==> src/rtl/if_fetch_unit.sv <==
// Instruction fetch: owns the PC, one outstanding imem request, feeds IF/ID InstIn.
// Latency: word on inst_out one cycle after imem_rvalid (or after pause falls if parked in the skid buffer).
// Backpressure: pause freezes outputs and parks a late response; IF_FETCH_CNT_EN adds fetch/stall counters.
module if_fetch_unit #(
  parameter logic [31:0] RESET_PC = 32'h0000_0000,
  parameter logic [31:0] NOP_INST = 32'h0000_0000
) (
  input  logic        clk,
  input  logic        rst,
  input  logic        pause,
  input  logic        redirect,
  input  logic [31:0] redirect_pc,
  output logic        imem_req,
  output logic [31:0] imem_addr,
  input  logic        imem_gnt,
  input  logic        imem_rvalid,
  input  logic [31:0] imem_rdata,
  output logic [31:0] inst_out,
  output logic        inst_valid,
  output logic [31:0] pc_out
`ifdef IF_FETCH_CNT_EN
  ,
  output logic [31:0] fetch_cnt,
  output logic [31:0] stall_cnt
`endif
);

  typedef enum logic [1:0] {
    S_ISSUE,
    S_WAIT,
    S_HOLD,
    S_DISCARD
  } state_t;

  state_t      state, state_n;
  logic [31:0] pc, pc_n;
  logic [31:0] fpc, fpc_n;
  logic [31:0] buf_inst, buf_pc;
  logic        buf_we;
  logic        deliver;
  logic [31:0] dlv_inst, dlv_pc;

  assign imem_req  = rst && (state == S_ISSUE);
  assign imem_addr = pc;

  always_comb begin
    state_n  = state;
    pc_n     = pc;
    fpc_n    = fpc;
    buf_we   = 1'b0;
    deliver  = 1'b0;
    dlv_inst = imem_rdata;
    dlv_pc   = fpc;
    case (state)
      S_ISSUE: begin
        // Responses seen here are not ours and are ignored.
        if (redirect) begin
          pc_n = redirect_pc;
          if (imem_gnt) state_n = S_DISCARD;
        end else if (imem_gnt) begin
          fpc_n   = pc;
          pc_n    = pc + 32'd4;
          state_n = S_WAIT;
        end
      end
      S_WAIT: begin
        if (imem_rvalid) begin
          state_n = S_ISSUE;
          if (redirect) begin
            pc_n = redirect_pc;
          end else if (!pause) begin
            deliver = 1'b1;
          end else begin
            buf_we  = 1'b1;
            state_n = S_HOLD;
          end
        end else if (redirect) begin
          pc_n    = redirect_pc;
          state_n = S_DISCARD;
        end
      end
      S_HOLD: begin
        if (redirect) begin
          pc_n    = redirect_pc;
          state_n = S_ISSUE;
        end else if (!pause) begin
          deliver  = 1'b1;
          dlv_inst = buf_inst;
          dlv_pc   = buf_pc;
          state_n  = S_ISSUE;
        end
      end
      S_DISCARD: begin
        // Latest redirect wins while the stale response is still in flight.
        if (redirect) pc_n = redirect_pc;
        if (imem_rvalid) state_n = S_ISSUE;
      end
      default: state_n = S_ISSUE;
    endcase
  end

  always_ff @(posedge clk) begin
    if (!rst) begin
      state      <= S_ISSUE;
      pc         <= RESET_PC;
      fpc        <= 32'h0;
      buf_inst   <= 32'h0;
      buf_pc     <= 32'h0;
      inst_out   <= NOP_INST;
      inst_valid <= 1'b0;
      pc_out     <= 32'h0;
    end else begin
      state <= state_n;
      pc    <= pc_n;
      fpc   <= fpc_n;
      if (buf_we) begin
        buf_inst <= imem_rdata;
        buf_pc   <= fpc;
      end
      // Idle cycles emit a bubble so IF/ID never captures the same word twice.
      if (redirect) begin
        inst_out   <= NOP_INST;
        inst_valid <= 1'b0;
      end else if (!pause) begin
        if (deliver) begin
          inst_out   <= dlv_inst;
          pc_out     <= dlv_pc;
          inst_valid <= 1'b1;
        end else begin
          inst_out   <= NOP_INST;
          inst_valid <= 1'b0;
        end
      end
    end
  end

`ifdef IF_FETCH_CNT_EN
  always_ff @(posedge clk) begin
    if (!rst) begin
      fetch_cnt <= 32'h0;
      stall_cnt <= 32'h0;
    end else begin
      if (deliver && !redirect) fetch_cnt <= fetch_cnt + 32'd1;
      if (pause && inst_valid) stall_cnt <= stall_cnt + 32'd1;
    end
  end
`endif

endmodule

==> config.mk <==
export PLATFORM = sky130hd
export DESIGN_NAME = if_fetch_unit
export DESIGN_NICKNAME = d
export VERILOG_FILES = /design/src/rtl/if_fetch_unit.sv
export SDC_FILE = /design/constraint.sdc
export NUM_CORES = 1
export LEC_CHECK = 0
export ABC_CLOCK_PERIOD_IN_PS = 2200
export CORE_MARGIN = 2
export CORE_UTILIZATION = 51
export DETAILED_ROUTE_END_ITERATION = 8
export GPL_ROUTABILITY_DRIVEN = 0
export MAX_ROUTING_LAYER = met4
export PLACE_DENSITY = 0.8
export SLEW_MARGIN = 20
export SYNTH_ARGS = -nofsm -noshare
export SYNTH_HDL_FRONTEND = slang
export SYNTH_SLANG_ARGS = --single-unit
==> constraint.sdc <==
create_clock -name clk -period 2.2 [get_ports clk]
set_input_delay 0.55 -clock clk [delete_from_list [all_inputs] [get_ports clk]]
set_output_delay 0.55 -clock clk [all_outputs]
set_load 0.02 [all_outputs]
==> key figures <==
Run status
  – Outcome: finished, final reports clean

Synth
  – Seq/Total Area, Yosys: 0.482
  – Ys flop type: dfxtp_1
  – Cells after Synth: 960
  – Synthesized cell area: 8100 um2
  – Synthesis Warnings: 0
  – Synth async-reset ratio: 0
  – Post-synthesis cell type count: 45
  – Post-synth EDFFs: 0
  – Average cell area after synthesis: 8.44 um2
  – Syn_nets: 1036
  – FF+latch count, synth: 195

Worst setup path
  – Crit-path slowest cell: clkdlybuf4s50_1
  – CP Max Fanout: 8
  – Setup crit start kind: flip-flop
  – Bufs and invs on worst path: 1
  – Levels on crit path: 1
  – Max incr delay on CP: 0.67 ns
  – R2r startpoint: state[1]$_SDFFE_PN0P_
  – Worst setup EP type: output port
  – Critical path type: flip-flop to output port
  – Reg-to-reg endpoint: imem_addr[31]$_SDFFE_PN0P_
  – Flop-to-flop setup slack: 0.16 ns
  – Critical Path AT: 1.63 ns
  – CP Launch Point: imem_addr[23]$_SDFFE_PN0P_
  – Worst-path cell chain: clkdlybuf4s50_1
  – Worst-case reg-to-reg path depth: 7
  – Crit-path leading delay family: buffers and inverters
  – Crit path to: imem_addr[23]
  – Req. time, crit path: 1.65 ns

Detailed routing
  – Routed length per instance: 15.8 um
  – Vias per Instance: 5.54
  – Routed Antenna Nets: 0
  – DRT Pass-1 Iters: 5
  – Final WL: 21.4 mm
  – Initial DRC count: 518
  – Vias post-DR: 7467
  – # DRC: 0

Timing
  – Fmax: 460 MHz
  – Final Slew Violations: 0
  – RSZ-0062 raised after global routing: false
  – Hold Violations, Final: 0
  – Final Critical Period: 2.18 ns
  – Final worst slack: 0.0247 ns
  – Final Setup Violations: 0
  – Final Skew: 0.00625 ns
  – Max_slew headroom: 0.707
  – Slew @ Worst Pin: 0.439 ns
  – Final period utilization: 0.989

Cells and area
  – Register area: 3910 um2
  – Area growth syn-to-layout: 33.5%
  – Diodes inserted: 0
  – Share of layout cells above drive strength 1: 0.108
  – Fin area: 10800 um2
  – Fill count: 1215
  – Nets: 1199
  – Area of the multi-input gates: 3930 um2

Floorplanning
  – # IOs: 168
  – Die height: 130 um
  – Num rows: 46
  – Die Width: 130 um
  – Core area: 15700 um2
  – Die area: 16900 um2
  – Initial Utilization: 0.516

Global routing
  – First-pass GRT wire length: 34.6 mm
  – Vias in the first global route: 7059
  – Total global-route track usage: 0.264
  – Global route overflow: 0
  – Initial antenna violation count: 0
  – Largest net degree at the start of global routing: 94

Clocking
  – Clock slew at reported path FFs: 0.07 ns
  – TritonCTS clock tree: done
  – Clk sink count: 195
  – Total CTS buffers: 17
  – H-tree level count: 4
  – Clk Latency, worst-skew pair: 0.42 ns
  – Longest Clk Path Bufs: 2
  – Root buf cell: clkbuf_16

Placement
  – IO buf count: 167
  – Post-detail-place hpwl: 14.4 mm
  – Worst slack, placed: -0.150 ns
  – Cell Area, Placed: 10300 um2

Power
  – Leak: 3.57 nW
  – Power per cell area: 843 nW/um2
  – Maximum VDD drop: 0.668 mV
  – Power Total: 9.12 mW

Worst hold path
  – Min-Delay Path Class: flip-flop to flip-flop

Job
  – MaxCap Viol Count: 0
==> power by group <==
group / internal (mW) / switching, mW / total, mW
registers: 3.74 / 0.185 / 3.92
clock network: 1.63 / 1.25 / 2.88
logic: 1.10 / 1.22 / 2.32
==> how the worst min path moves through the flow <==
stage                                   start                         to  depth (start not counted)
global route           buf_pc[0]$_SDFFE_PN0P_     buf_pc[0]$_SDFFE_PN0P_                          2
CTS                 buf_inst[21]$_SDFFE_PN0P_  buf_inst[21]$_SDFFE_PN0P_                          2
finish               buf_inst[4]$_SDFFE_PN0P_   buf_inst[4]$_SDFFE_PN0P_                          2
floorplan            buf_inst[0]$_SDFFE_PN0P_   buf_inst[0]$_SDFFE_PN0P_                          2
detailed placement   buf_inst[4]$_SDFFE_PN0P_   buf_inst[4]$_SDFFE_PN0P_                          2
global placement    buf_inst[29]$_SDFFE_PN0P_  buf_inst[29]$_SDFFE_PN0P_                          2
==> layout by cell type, fill, tap and decap left out, types with 4 or more instances in the layout <==
| cell type | n |
|---|---|
| clkbuf_16 | 17 |
| or3_1 | 8 |
| ha_1 | 4 |
| nand2_1 | 211 |
| clkdlybuf4s50_1 | 166 |
| a311oi_1 | 6 |
| a21oi_1 | 107 |
| o21ai_0 | 30 |
| mux2i_1 | 35 |
| xnor2_1 | 6 |
| and4_1 | 6 |
| nand4_1 | 10 |
| nor3_1 | 9 |
| nor2_1 | 82 |
| dfxtp_1 | 193 |
| nor4_1 | 9 |
| a211oi_1 | 39 |
| mux2_2 | 32 |
| a31oi_1 | 6 |
| clkbuf_1 | 4 |
| and3_1 | 6 |
| a22oi_1 | 32 |
| nand3_1 | 12 |
| buf_12 | 9 |
| buf_4 | 39 |
| o31a_1 | 4 |
==> sequential cells by signal (all words and copies together), names as in the netlist <==
register	flops
buf_inst	32
buf_pc	32
fpc	32
imem_addr	32
inst_out	32
inst_valid	1
pc_out	32
state	2
==> synthesized netlist by cell type (2+ instances only) <==
master / instances / area share
nand2_1: 211 / 0.098
dfxtp_1: 195 / 0.48
a21oi_1: 107 / 0.066
nor2_1: 83 / 0.038
clkbuf_1: 54 / 0.025
a211oi_1: 39 / 0.036
mux2i_1: 35 / 0.043
a22oi_1: 32 / 0.030
mux2_2: 32 / 0.044
o21ai_0: 30 / 0.019
nand3_1: 13 / 0.0080
buf_2: 11 / 0.0068
nand4_1: 10 / 0.0077
nor3_1: 9 / 0.0056
nor4_1: 9 / 0.0069
or3_1: 8 / 0.0062
and3_1: 7 / 0.0054
buf_1: 7 / 0.0032
a311oi_1: 6 / 0.0065
a31oi_1: 6 / 0.0046
and4_1: 6 / 0.0065
ha_1: 6 / 0.0093
xnor2_1: 6 / 0.0065
inv_1: 4 / 0.0019
o31a_1: 4 / 0.0043
and2_1: 3 / 0.0023
nor2b_1: 3 / 0.0023
a41oi_1: 2 / 0.0022
nor4b_1: 2 / 0.0022
nor4bb_1: 2 / 0.0025
o211ai_1: 2 / 0.0019
or2_2: 2 / 0.0015
xor2_1: 2 / 0.0022
==> stage by stage <==
step	std cells	utilization	hold slack, ns	setup TNS (ns)
after global placement	1320	0.654	0.438	-0.496
after floorplan	960	-	0.433	0
after global routing	1349	0.689	0.472	0
after CTS	1349	0.688	0.455	0
final	1349	0.689	0.452	0
after detailed placement	1320	0.654	0.446	-1.07
==> layout make-up <==
class,count,share of cell area
Clock buffer,24,0.0445
Clock inverter,5,0.00497
Inverter,6,0.00231
Multi-Input combinational cell,687,0.363
Sequential cell,195,0.361
Tap cell,216,0.0250
Timing Repair Buffer,216,0.199
==> per-layer routing <==
metal | track usage | vias up | wire, um
li1 | - | 3691 | -
met1 | 0.332 | 3505 | 9220
met2 | 0.433 | 226 | 10600
met3 | 0.0398 | 45 | 1010
met4 | 0.0961 | 0 | 548
met5 | - | - | 0
==> timing repair <==
action / in CTS / in global routing
gates resized for setup: 4 / 5
setup buffers: 0 / 0
setup endpoints to repair: 1 / 5
hold buffers: 0 / 0
cloned: 0 / 0
==> cells by family after synthesis <==
logic type      synth area share
compound gates             0.174
xor+xnor                 0.00865
fa+ha+maj                0.00926
buf+inv                   0.0378
flops                      0.482
mux                       0.0877
simple gates               0.200
No activity file was read; power rests on OpenSTA's default activity.
